==> src/rtl/classify_ctrl_if.sv <==
// Handshake bundle for classify_ctrl: start/abort control, the shared
// output-neuron launch/return pair, and the class result handshake.
interface classify_ctrl_if #(
  parameter int SCORE_W = 26,
  parameter int IDX_W   = 4
);
  logic               Start;
  logic               Abort;
  logic               Neuron_Start;
  logic [IDX_W-1:0]   Neuron_Sel;
  logic               Neuron_Done;
  logic [SCORE_W-1:0] Neuron_Out;
  logic               Busy;
  logic               Class_Valid;
  logic [IDX_W-1:0]   Class_Out;
  logic [SCORE_W-1:0] Max_Score;
  logic               Class_Ack;

  modport master (
    input  Start, Abort, Neuron_Done, Neuron_Out, Class_Ack,
    output Neuron_Start, Neuron_Sel, Busy, Class_Valid, Class_Out, Max_Score
  );

  modport slave (
    output Start, Abort, Neuron_Done, Neuron_Out, Class_Ack,
    input  Neuron_Start, Neuron_Sel, Busy, Class_Valid, Class_Out, Max_Score
  );
endinterface

==> src/rtl/classify_ctrl.sv <==
// Sequences one shared output neuron over all classes and keeps a running
// signed maximum; the winning index is presented with a valid/ack handshake.
//
// state | meaning
// IDLE  | waiting for Start
// ISSUE | one-cycle launch of the neuron on class idx_q
// WAIT  | waiting for Neuron_Done, then compare/update running max
// DONE  | result presented, held until Class_Ack
module classify_ctrl #(
  parameter int NUM_CLASSES = 10,
  parameter int SCORE_W     = 26,
  parameter int IDX_W       = 4
) (
  input logic             clk,
  input logic             GlobalReset,
  classify_ctrl_if.master bus
);

  typedef enum logic [1:0] {IDLE, ISSUE, WAIT, DONE} state_t;

  localparam logic [IDX_W-1:0] LAST_IDX = IDX_W'(NUM_CLASSES - 1);

  state_t             state_q, state_d;
  logic [IDX_W-1:0]   idx_q, idx_d;
  logic [SCORE_W-1:0] best_q, best_d;
  logic [IDX_W-1:0]   best_idx_q, best_idx_d;
  logic [IDX_W-1:0]   class_out_q, class_out_d;
  logic [SCORE_W-1:0] max_score_q, max_score_d;

  always_ff @(posedge clk or negedge GlobalReset) begin
    if (!GlobalReset) begin
      state_q     <= IDLE;
      idx_q       <= '0;
      best_q      <= '0;
      best_idx_q  <= '0;
      class_out_q <= '0;
      max_score_q <= '0;
    end else begin
      state_q     <= state_d;
      idx_q       <= idx_d;
      best_q      <= best_d;
      best_idx_q  <= best_idx_d;
      class_out_q <= class_out_d;
      max_score_q <= max_score_d;
    end
  end

  always_comb begin
    state_d     = state_q;
    idx_d       = idx_q;
    best_d      = best_q;
    best_idx_d  = best_idx_q;
    class_out_d = class_out_q;
    max_score_d = max_score_q;

    if (bus.Abort) begin
      state_d = IDLE;
    end else begin
      unique case (state_q)
        IDLE: begin
          if (bus.Start) begin
            state_d = ISSUE;
            idx_d   = '0;
          end
        end
        ISSUE: state_d = WAIT;
        WAIT: begin
          if (bus.Neuron_Done) begin
            // Strict greater-than keeps the lowest index on ties.
            if (idx_q == '0 || $signed(bus.Neuron_Out) > $signed(best_q)) begin
              best_d     = bus.Neuron_Out;
              best_idx_d = idx_q;
            end
            if (idx_q == LAST_IDX) begin
              state_d     = DONE;
              class_out_d = best_idx_d;
              max_score_d = best_d;
            end else begin
              state_d = ISSUE;
              idx_d   = idx_q + IDX_W'(1);
            end
          end
        end
        DONE: begin
          if (bus.Class_Ack) state_d = IDLE;
        end
        default: state_d = IDLE;
      endcase
    end
  end

  assign bus.Neuron_Start = (state_q == ISSUE);
  assign bus.Neuron_Sel   = idx_q;
  assign bus.Busy         = (state_q != IDLE);
  assign bus.Class_Valid  = (state_q == DONE);
  assign bus.Class_Out    = class_out_q;
  assign bus.Max_Score    = max_score_q;

endmodule

==> src/flat_wrapper.sv <==
// flat-port wrapper written by rule: the top's interface ports become plain ports
module classify_ctrl_flat 
#(
  parameter int NUM_CLASSES = 10,
  parameter int SCORE_W     = 26,
  parameter int IDX_W       = 4
)
  (clk, GlobalReset, bus_Start, bus_Abort, bus_Neuron_Done, bus_Neuron_Out, bus_Class_Ack, bus_Neuron_Start, bus_Neuron_Sel, bus_Busy, bus_Class_Valid, bus_Class_Out, bus_Max_Score);
  classify_ctrl_if #(.SCORE_W(SCORE_W), .IDX_W(IDX_W)) bus_i ();
  input logic clk;
  input logic GlobalReset;
  input wire logic [$bits(bus_i.Start)-1:0] bus_Start;
  input wire logic [$bits(bus_i.Abort)-1:0] bus_Abort;
  input wire logic [$bits(bus_i.Neuron_Done)-1:0] bus_Neuron_Done;
  input wire logic [$bits(bus_i.Neuron_Out)-1:0] bus_Neuron_Out;
  input wire logic [$bits(bus_i.Class_Ack)-1:0] bus_Class_Ack;
  output wire logic [$bits(bus_i.Neuron_Start)-1:0] bus_Neuron_Start;
  output wire logic [$bits(bus_i.Neuron_Sel)-1:0] bus_Neuron_Sel;
  output wire logic [$bits(bus_i.Busy)-1:0] bus_Busy;
  output wire logic [$bits(bus_i.Class_Valid)-1:0] bus_Class_Valid;
  output wire logic [$bits(bus_i.Class_Out)-1:0] bus_Class_Out;
  output wire logic [$bits(bus_i.Max_Score)-1:0] bus_Max_Score;
  assign bus_i.Start = bus_Start;
  assign bus_i.Abort = bus_Abort;
  assign bus_i.Neuron_Done = bus_Neuron_Done;
  assign bus_i.Neuron_Out = bus_Neuron_Out;
  assign bus_i.Class_Ack = bus_Class_Ack;
  assign bus_Neuron_Start = bus_i.Neuron_Start;
  assign bus_Neuron_Sel = bus_i.Neuron_Sel;
  assign bus_Busy = bus_i.Busy;
  assign bus_Class_Valid = bus_i.Class_Valid;
  assign bus_Class_Out = bus_i.Class_Out;
  assign bus_Max_Score = bus_i.Max_Score;
  classify_ctrl #(.NUM_CLASSES(NUM_CLASSES), .SCORE_W(SCORE_W), .IDX_W(IDX_W)) u_core (.clk(clk), .GlobalReset(GlobalReset), .bus(bus_i));
endmodule
==> config.mk <==
export PLATFORM = sky130hd
export DESIGN_NAME = classify_ctrl_flat
export DESIGN_NICKNAME = d
export VERILOG_FILES = /design/src/rtl/classify_ctrl_if.sv /design/src/rtl/classify_ctrl.sv /design/src/flat_wrapper.sv
export SDC_FILE = /design/constraint.sdc
export NUM_CORES = 1
export LEC_CHECK = 0
export CAP_MARGIN = 20
export CORE_ASPECT_RATIO = 1.2
export CORE_MARGIN = 3
export CORE_UTILIZATION = 48
export CTS_CLUSTER_SIZE = 10
export DETAILED_ROUTE_END_ITERATION = 10
export PLACE_DENSITY = 0.77
export SYNTH_ARGS = -nofsm -noshare
export SYNTH_HDL_FRONTEND = slang
export SYNTH_SLANG_ARGS = --single-unit
export TNS_END_PERCENT = 100
==> constraint.sdc <==
create_clock -name clk -period 2.4 [get_ports clk]
set_input_delay 0.36 -clock clk [delete_from_list [all_inputs] [get_ports clk]]
set_output_delay 0.36 -clock clk [all_outputs]
set_load 0.005 [all_outputs]
# Word-level counts from Yosys, hierarchy flattened
# Cells that the tools add are included.
# W data, S select, Z words.
dict set report word_totals {
  register_bits 66
  latchBits 0
  ram_bits 0
  romBits 0
  inputBits 32
  output_inout_bits 37
  elab_cells 40
  memories 0
}
dict set report op_classes {
  n_addsub 1
  multipliers 0
  div 0
  magnitude_cmp 1
  n_eq_ne 10
  shift 0
  mux 12
  bitwise_logic 1
  n_reduce_logical 9
}
# operator n
set ops {}
lappend ops {{$gt A26 B26 Y1} 1}
lappend ops {{$mux W26} 1}
lappend ops {{$mux W4} 4}
lappend ops {{$mux W2} 5}
lappend ops {{$ne A3 B3 Y1 const B} 3}
lappend ops {{$pmux W2 S4} 1}
lappend ops {{$pmux W4 S2} 1}
lappend ops {{$ne A2 B2 Y1 const B} 3}
lappend ops {{$reduce_and A3 Y1} 2}
lappend ops {{$reduce_and A5 Y1} 1}
lappend ops {{$add A4 B1 Y4 const B} 1}
lappend ops {{$eq A2 B2 Y1 const B} 2}
lappend ops {{$eq A4 B4 Y1 const B} 1}
lappend ops {{$logic_not A4 Y1} 1}
lappend ops {{$reduce_and A4 Y1} 1}
lappend ops {{$reduce_bool A2 Y1} 2}
lappend ops {{$eq A2 B1 Y1 const B} 1}
lappend ops {{$logic_not A2 Y1} 1}
lappend ops {{$logic_or A1 B1 Y1} 1}
lappend ops {{$not A1 Y1} 1}

# Logic depth before layout (Yosys ltp)
# Gate-level depths: netlist of the first run.
dict set report depth {
  word_depth 5
  depth_mapped 11
  depth_no_buf 9
}

# Least setup slack after synthesis of the first run
# OpenSTA, ideal clock, no wires.
dict set report synth_timing {
  kind {register to register}
  start {register u_core.best_q[25]}
  end {register u_core.best_q[1]}
  setup_time_ps 125
  arrival_ps 2177
  required_ps 2275
  slack_ps 98
  path_stages_with_launch 10
  path_buffers 1
  period_less_slack_ps 2302
  cell_sequence {dfrtp_1 > inv_1 > ha_1 > nand4_1 > nor4_2 > o311a_2 > o21ai_2 > a21oi_4 > buf_6 > mux2_4}
}
dict set report synth_between {
  elab_chain_len 3
}
# item line_no
set synth_rtl {}
lappend synth_rtl {{start: declaration} classify_ctrl.sv:25} ;# logic [SCORE_W-1:0] best_q, best_d;
lappend synth_rtl {{start signal: assignment} classify_ctrl.sv:41} ;# best_q <= best_d;
lappend synth_rtl {{$gt A26 B26 Y1} classify_ctrl.sv:70} ;# if (idx_q == '0 || $signed(bus.Neuron_Out) > $signed(best_q)) begin
lappend synth_rtl {{$logic_or A1 B1 Y1} classify_ctrl.sv:70}
lappend synth_rtl {{$mux W26} classify_ctrl.sv:70}
# No other way between the ends.
# A chain may end at the register's enable or synchronous reset.

# Final worst setup path of the first run
dict set report layout_timing {
  start {register u_core.best_q[21]}
  end {register u_core.best_q[19]}
}
# Same word-level chain as after synthesis.

==> flow_summary.json, run 1 <==
{
  "antenna_cell_count": 0,
  "setup_viol": 60,
  "p_int_w": 0.00282,
  "path_clk_slew_ns": 0.07,
  "wl_per_cell_um": 19.0,
  "pwr-share-clk_pct": 21.2,
  "p_leak_nw": 2.49,
  "critical_path.reg2reg.endpoint": "u_core.best_q[19]",
  "floorplan.die_area_um2": 8870,
  "avgViaCountPerCell": 5.83,
  "totalWireLength_um": 11300,
  "wire_length_on_met1_um": 4580,
  "hold_violations": 0,
  "post_synth_instance_area_um2": 3730,
  "whs_ns": 0.00695,
  "number_of_antenna_violations_at_the_first_check_in_global_routing": 0,
  "global_route.usage.total_pct": 23.7,
  "synth.net_count": 440,
  "grt-ovfl-total": 0,
  "crit-reg2reg-launch": "u_core.best_q[21]",
  "detail_route.drc_violations": 0,
  "power.combinational.fraction_pct": 44.8,
  "critical_path_start_end_classification": "flip-flop to flip-flop",
  "commonest_non_fill_non_tap_cell_in_the_layout": "dfrtp_1",
  "timing_max_transition_violations_final": 0,
  "crit_share_post_route_pct": 111,
  "tritoncts_clock_tree": "built",
  "final_cells": 595,
  "mostFrequentLayoutCells": "66 x dfrtp_1, 52 x buf_4, 50 x clkdlybuf4s50_1",
  "maxUsedRoutingLayer": "met4",
  "pin_count": 69,
  "post-dp-hpwl_um": 6440,
  "p_sw_share_pct": 35.5,
  "critPathMostFrequentCell": "buf_12",
  "worst_setup_path_start_kind": "flip-flop",
  "skew_ns": 0.00837,
  "vias_in_the_first_global_route": 3466,
  "fin_total_pwr_w": 0.00437,
  "detailroute.via_count": 3471,
  "numClockSinks": 66,
  "min-delay-path-class": "primary input to async pin",
  "worst-slew-pin-transition_ns": 0.577,
  "run_status": "complete, but fails checks",
  "core_area_um2": 7400,
  "worst_slack_ns": -0.260,
  "dieWidth_um": 86.5,
  "period_minus_slack_ns": 2.66,
  "wl_met3_um": 594,
  "placement_rows": 34,
  "cp_data_arrival_time_ns": 2.89,
  "grt_max_degree": 32,
  "numPlacedInstances": 556,
  "first_iter_violations": 166,
  "floorplan.die.height_um": 103,
  "dr.pass1.iters": 4,
  "place_area_um2": 4700,
  "worst_setup_path_end_kind": "flip-flop",
  "timing.slew.headroom_pct": 61.5,
  "share_seq_of_total_power_pct": 34.0,
  "critical_path.cell_chain": "inv_2, ha_4, nand4_1, nor3_2, a221oi_2, buf_4, and2b_4, nor2_4, a21oi_4, buf_12, buf_12, mux2_2",
  "initial_utilization_pct": 50.4,
  "worst-r2r-setup-slack_ns": -0.26,
  "clk_tree_root_cell": "clkbuf_8",
  "power.density_cell_area_nw_per_um2": 797,
  "yosys_warnings": 0,
  "p_sw_w": 0.00155,
  "async_flop_share_pct": 100,
  "drtAntennaViolNets": 0,
  "cts_hold_buffers": 0,
  "cts-buffers-inserted": 9,
  "ctsHtreeMaxLevel": 3,
  "maxCapViolations": 0,
  "worst-endpoint-required_ns": 2.63,
  "synth-edff-count": 0,
  "syn_to_final_growth_pct": 47.0,
  "routed-wl-met2_um": 5830,
  "gp_routability_congestion": 0.778,
  "worst_ir_drop_vdd_v": 0.000647,
  "drive_above_1_share_pct": 30.5,
  "syn_inst": 379,
  "synth.avg_cell_area_um2": 9.84,
  "critical_path_peak_fanout": 5,
  "synth_seq_area_share_pct": 44.3,
  "stdcell_area_um2": 5480,
  "crit_path_max_incr_delay_ns": 0.42,
  "tns_ns": -9.80,
  "grt_first_pass_wirelength_um": 16600,
  "yosys.cell_types.count": 45,
  "postSynth.topFlopCell": "dfrtp_1",
  "achievable-frequency_mhz": 376,
  "cp_slowest_cell": "dfrtp_1",
  "failing_checks": "setup timing",
  "number_of_nets_in_the_finished_design": 562,
  "max_root_sink_buffers": 2,
  "rsz_0062_raised_after_global_routing": "yes",
  "clk-insertion-delay-late_ns": 0.35,
  "ys_ff_latch": 66,
  "buffer_ports.inserted": 68,
  "r2r_cells": 12
}
[cell usage after synthesis, types with 4 or more instances]
cell	number	area (µm²)
mux2_4	10	150
clkbuf_1	7	26.3
nand2_1	14	52.6
nor2_1	38	143
nor3_1	4	20.0
nand2b_1	4	25.0
mux2_2	18	203
nor2b_1	4	25.0
o21ai_0	29	145
a21oi_1	41	205
inv_1	30	113
ha_1	29	363
a31oi_1	28	175
o21ai_1	5	25.0
nand4_1	7	43.8
buf_4	6	45.0
dfrtp_1	66	1650
[cells by family (layout without fill, tap and decap cells)]
family	count (synthesis)	after routing	synth area share (%)
AO/OA/AOI/OAI	119	119	18.7
AND/OR/NAND/NOR	84	84	10.7
flip-flops	66	66	44.3
buffers and inverters	50	176	6.37
adder cells (fa/ha/maj)	29	29	9.73
multiplexers	29	29	9.73
XOR/XNOR	2	2	0.470
[repair_timing]
item                       4_1_cts  5_1_grt
setup endpoints to repair       60       60
resized for setup               39       77
pin swaps                       20        8
buffers inserted                 8       14
gates cloned                     2        2
[sequential cells by signal (all words and copies together) (netlist names)]
register               flops
u_core.best_idx_q          4
u_core.bus.Max_Score      26
u_core.bus.Neuron_Sel      4
u_core.state_q             2
u_core.bus.Class_Out       4
u_core.best_q             26
[worst max-delay path by stage]
stage	startpoint	to	slack (ns)	cells after the start
final	u_core.best_q[21]	u_core.best_q[19]	-0.26	12
after global routing	u_core.best_q[21]	u_core.best_q[12]	-0.36	12
after CTS	u_core.best_q[17]	u_core.best_q[15]	-0.15	10
after detailed placement	bus_Neuron_Out[13]	u_core.best_q[19]	-0.58	11
after global placement	bus_Neuron_Out[24]	u_core.best_q[16]	-0.48	11
after floorplan	u_core.best_q[25]	u_core.best_q[1]	0.1	9
[power groups by stage]
stage / Combinational (W) / Sequential [W] / Clock, W
final: 0.00196 / 0.00148 / 0.000928
after global routing: 0.00212 / 0.00151 / 0.000995
after CTS: 0.00148 / 0.00147 / 0.000928
after detailed placement: 0.00134 / 0.00148 / 0
after global placement: 0.00130 / 0.00147 / 0
after floorplan: 0.000856 / 0.00145 / 0
[stage by stage]
stage          setup WS (ns)  utilization (%)
6_report              -0.260             74.1
3_3_place_gp          -0.478             63.5
3_5_place_dp          -0.585             63.5
5_1_grt               -0.364             74.1
2_1_floorplan         0.0978                -
4_1_cts               -0.151             68.8
[area by class of cell]
type	instances	area [µm²]
Tap cell	90	113
Clock buffer	12	145
Sequential cell	66	1650
Clock inverter	3	40.0
Multi-Input combinational cell	263	2160
Fill cell	496	1920
Timing Repair Buffer	131	1260
Inverter	30	113
[per-layer routing]
layer / global-route usage (%) / up-vias
li1: - / 1595
met1: 30.9 / 1728
met2: 39.8 / 123
met3: 4.00 / 25
met4: 8.99 / 0
met5: 0 / -
[critical path, delay by kind of cell (launching register included)]
family	cells	cell delay, ns
buffers and inverters	4	0.53
flip-flops	1	0.42
AND/OR/NAND/NOR	4	0.54
multiplexers	1	0.34
adder cells (fa/ha/maj)	1	0.20
AO/OA/AOI/OAI	2	0.53
Power figures use the tool's default switching activity.
==> run 2, diff against run 1 <==
Settings changed: ABC_AREA from default to 0.
==> results of run 2 <==
The final DEF is identical to that of run 1; final timing and power are the same.
